===== src/rtl/hs4p_sync_responder.sv =====
// Clocked responder for a 4-phase bundled-data handshake: synchronizes req_i, captures data_i
// into an FWFT FIFO, returns ack_o and presents the words on a valid/ready port.
`timescale 1ns/1ps

module hs4p_sync_responder #(
  parameter int WIDTH       = 4,
  parameter int DEPTH       = 4,
  parameter int SYNC_STAGES = 2
) (
  input  logic                     wb_clk_i,
  input  logic                     wb_rst_i,
  input  logic                     req_i,
  input  logic [WIDTH-1:0]         data_i,
  output logic                     ack_o,
  output logic                     out_valid_o,
  output logic [WIDTH-1:0]         out_data_o,
  input  logic                     out_ready_i,
  output logic [$clog2(DEPTH):0]   count_o
);

  localparam int AW = $clog2(DEPTH);
  localparam logic [AW:0] L_DEPTH = (AW+1)'(DEPTH);

  // Single-bit encoding keeps ack_o a direct flop output, glitch-free toward the async stage.
  typedef enum logic {
    S_IDLE = 1'b0,
    S_ACK  = 1'b1
  } state_t;

  state_t                 r_state;
  state_t                 w_state_nxt;
  logic [SYNC_STAGES-1:0] r_sync;
  logic                   w_req_s;
  logic                   w_push;
  logic                   w_pop;
  logic                   w_full;
  logic [WIDTH-1:0]       r_mem [DEPTH];
  logic [AW-1:0]          r_wptr;
  logic [AW-1:0]          r_rptr;
  logic [AW:0]            r_count;

  always_ff @(posedge wb_clk_i) begin
    if (wb_rst_i) begin
      r_sync <= '0;
    end else begin
      r_sync <= {r_sync[SYNC_STAGES-2:0], req_i};
    end
  end

  assign w_req_s = r_sync[SYNC_STAGES-1];
  assign w_full  = (r_count == L_DEPTH);
  assign w_pop   = out_valid_o & out_ready_i;

  always_ff @(posedge wb_clk_i) begin
    if (wb_rst_i) begin
      r_state <= S_IDLE;
    end else begin
      r_state <= w_state_nxt;
    end
  end

  always_comb begin
    w_state_nxt = r_state;
    case (r_state)
      S_IDLE:  if (w_req_s && !w_full) w_state_nxt = S_ACK;
      S_ACK:   if (!w_req_s)           w_state_nxt = S_IDLE;
      default: w_state_nxt = S_IDLE;
    endcase
  end

  // Fullness is judged before this edge's pop, so a same-edge pop never frees room for a push.
  always_comb begin
    w_push = 1'b0;
    ack_o  = 1'b0;
    case (r_state)
      S_IDLE:  w_push = w_req_s && !w_full;
      S_ACK:   ack_o  = 1'b1;
      default: ;
    endcase
  end

  always_ff @(posedge wb_clk_i) begin
    if (wb_rst_i) begin
      r_wptr  <= '0;
      r_rptr  <= '0;
      r_count <= '0;
    end else begin
      if (w_push) r_wptr <= r_wptr + 1'b1;
      if (w_pop)  r_rptr <= r_rptr + 1'b1;
      case ({w_push, w_pop})
        2'b10:   r_count <= r_count + 1'b1;
        2'b01:   r_count <= r_count - 1'b1;
        default: r_count <= r_count;
      endcase
    end
  end

  always_ff @(posedge wb_clk_i) begin
    if (w_push && !wb_rst_i) r_mem[r_wptr] <= data_i;
  end

  assign out_valid_o = (r_count != '0);
  assign out_data_o  = r_mem[r_rptr];
  assign count_o     = r_count;

endmodule


===== config.mk =====
export PLATFORM = sky130hd
export DESIGN_NAME = hs4p_sync_responder
export DESIGN_NICKNAME = d
export VERILOG_FILES = /design/src/rtl/hs4p_sync_responder.sv
export SDC_FILE = /design/constraint.sdc
export NUM_CORES = 1
export LEC_CHECK = 0
export BUFFER_PORTS_ARGS = -buffer_cell sky130_fd_sc_hd__buf_2
export CAP_MARGIN = 20
export CELL_PAD_IN_SITES_DETAIL_PLACEMENT = 0
export CELL_PAD_IN_SITES_GLOBAL_PLACEMENT = 1
export CORE_ASPECT_RATIO = 0.6
export CORE_UTILIZATION = 35
export DETAILED_ROUTE_END_ITERATION = 7
export HOLD_SLACK_MARGIN = 0.15
export PLACE_DENSITY_LB_ADDON = 0.2
export SLEW_MARGIN = 20
export SYNTH_ARGS = -nofsm -noshare
export SYNTH_HDL_FRONTEND = slang
export SYNTH_SLANG_ARGS = --single-unit

===== constraint.sdc =====
create_clock -name wb_clk_i -period 2.42 [get_ports wb_clk_i]
set_input_delay 0.242 -clock wb_clk_i [delete_from_list [all_inputs] [get_ports wb_clk_i]]
set_output_delay 0.242 -clock wb_clk_i [all_outputs]
set_load 0.05 [all_outputs]

==> results.cfg <==
[timing]
setup_tns_ns = 0
worst_pin_slew_ns = 0.354
period_share = 0.885
period_needed_ns = 2.14
finalMaxSlewViolations = 0
finalClockSkew_ns = 0.00573
hold_viol = 0
fmax_mhz = 467
relSlewSlack = 0.763
setup_viol = 0
rsz0062_at_grt = false

[grt]
antenna_found_initial = 0
track_usage = 0.118
grt_pass1_wl_um = 2950
grt_overflow = 0
grt_max_degree = 17
grt_pass1_vias = 595

[clocking]
cts_setup_buffers = 0
holdBufCountCts = 0
cts_max_level = 1
cts_root_buffer = clkbuf_8
cts.clk_slew.worst_paths_ns = 0.10
numCtsBuffers = 3
cts_tree = done
clk_latency_ns = 0.28
cts_resized = 0
clkSinkCount = 28
cts_buffer_depth = 2

[power_and_ir_drop]
power.total_uw = 1290
leakagePower_uw = 0.000500
powerDensity_mw_per_mm2 = 939
peakVddDrop_uv = 365

[yosys]
postSynthAreaPerCell_um2 = 14.8
syn_inst = 79
synth_top_family_by_area = simple AND/OR/NAND/NOR gates
synth_cell_types = 23
synth_compound_area_frac = 0.0278
synthAdderAreaFrac = 0.0705
synth-xor-area-share = 0.0299
syn_area_mm2 = 0.00117
synth-seq-area-share = 0.615
yosysWarnings = 0
synthSimpleGateAreaFrac = 0.136
syn_nets = 93
ys_ff_latch = 28
synth_mux_area_frac = 0.0983

[floorplan]
row_count = 15
die_width_um = 76.7
io_pins = 17
die_h_um = 46.8
core_mm2 = 0.00302
initial_core_util = 0.388
die_area_mm2 = 0.00359

[cells_and_area]
most-common-layout-cells = buf_2 (16), edfxtp_1 (16), dfxtp_1 (12), nor2_1 (8), inv_1 (6)
fin_nets = 113
diodes = 0
drive_gt1_frac = 0.286
area_delta_synth_final_pct = 17.1

[routing]
drc_errors = 0
wl_um = 1820
wl_per_cell_um = 13.0
dr.pass1.iters = 4
initialDrtViolationCount = 33
postRouteAntennaNets = 0
vias = 615
via_per_inst = 4.39

[run]
drv_cap = 0

[place]
dp_hpwl_um = 1330
place.gp.congestion = 0.712
portBuffers = 16

[critical_path]
critPathMaxFanout = 7
critical_path_required_ns = 2.64
crit_path_start_kind = flip-flop
path_class = reg -> reg
end_kind = flip-flop
cp.arrival_ns = 2.36

[outcome]
run_status = finished, final reports clean

[worst_hold_path]
worstHoldPathType = in -> reg
-- kinds of logic after synthesis --
group / after synthesis
simple gates: 23
compound gates: 5
buf+inv: 7
flops: 28
fa+ha+maj: 6
mux: 6
xor+xnor: 4
-- critical path, cell delays in order, from the launching register on --
cell	delay, ns
dfxtp_1	0.43
nor3b_4	0.32
nor3b_4	0.09
inv_1	0.06
ha_1	0.17
inv_1	0.06
fa_1	0.37
xor2_1	0.15
or3_1	0.30
a21oi_1	0.14
-- report_power, final --
group          internal [µW]  switching [µW]  total, µW  leakage [µW]
registers                534            50.9        585      0.000242
logic                    116             221        337      0.000222
clock network            222             145        366     0.0000357
total                    871             416       1290      0.000500
-- state kept, by name, summed over array words and instances, names as in the netlist, named ones only --
name     flops
r_rptr       2
r_sync       2
count_o      3
r_state      1
r_mem       16
r_wptr       2
-- cell usage after synthesis, drive strengths merged --
cell type  number  area [µm²]
a21oi           2        10.0
nor2            8        30.0
dfxtp          12         240
mux2            1        15.0
xor2            3        26.3
clkbuf          1        3.75
o311ai          1        8.76
mux2i           1        10.0
edfxtp         16         480
nor3b           3        45.1
ha              5        62.6
inv             6        22.5
o31a            1        8.76
mux4            4        90.1
nor4b           1        15.0
nand2b          2        12.5
fa              1        20.0
or3             2        12.5
and2            4        25.0
xnor2           1        8.76
nor2b           3        18.8
o21ai           1        5.00
-- through the flow --
stage	cells	hold WS (ns)	setup WS, ns	instance area (µm²)	utilization
floorplan	79	0.341	0.0143	1170	-
global placement	136	0.421	0.345	1300	0.430
detailed placement	136	0.431	0.279	1300	0.430
CTS	140	0.168	0.263	1370	0.454
global route	140	0.176	0.113	1370	0.454
finish	140	0.170	0.278	1370	0.454
-- layout make-up --
type | instances | area, µm²
clock inverters | 1 | 30.0
repair buffers | 16 | 80.1
clock buffers | 3 | 41.3
inverters | 6 | 22.5
multi-input cells | 44 | 424
well taps | 42 | 52.6
fillers | 275 | 1650
flip-flops and latches | 28 | 721
-- layer usage --
layer / vias to the layer above / global-route usage / routed length (µm)
met1: 283 / 0.164 / 1010
met3: 4 / 0.0408 / 74
met2: 11 / 0.166 / 713
li1: 317 / - / -
met5: - / 0 / 0
met4: 0 / 0.0577 / 18
-- path summary, 6_finish.rpt --
check | startpoint | to | slack (ns) | cells after the start
setup / recovery | count_o[2] | count_o[2] | 0.28 | 9
hold / removal | req_i | r_sync[0] | 0.17 | 2
setup reg to reg | count_o[2] | count_o[2] | 0.28 | 9
hold reg to reg | r_sync[0] | r_sync[1] | 0.45 | 1
No activity file was read; power rests on OpenSTA's default activity.
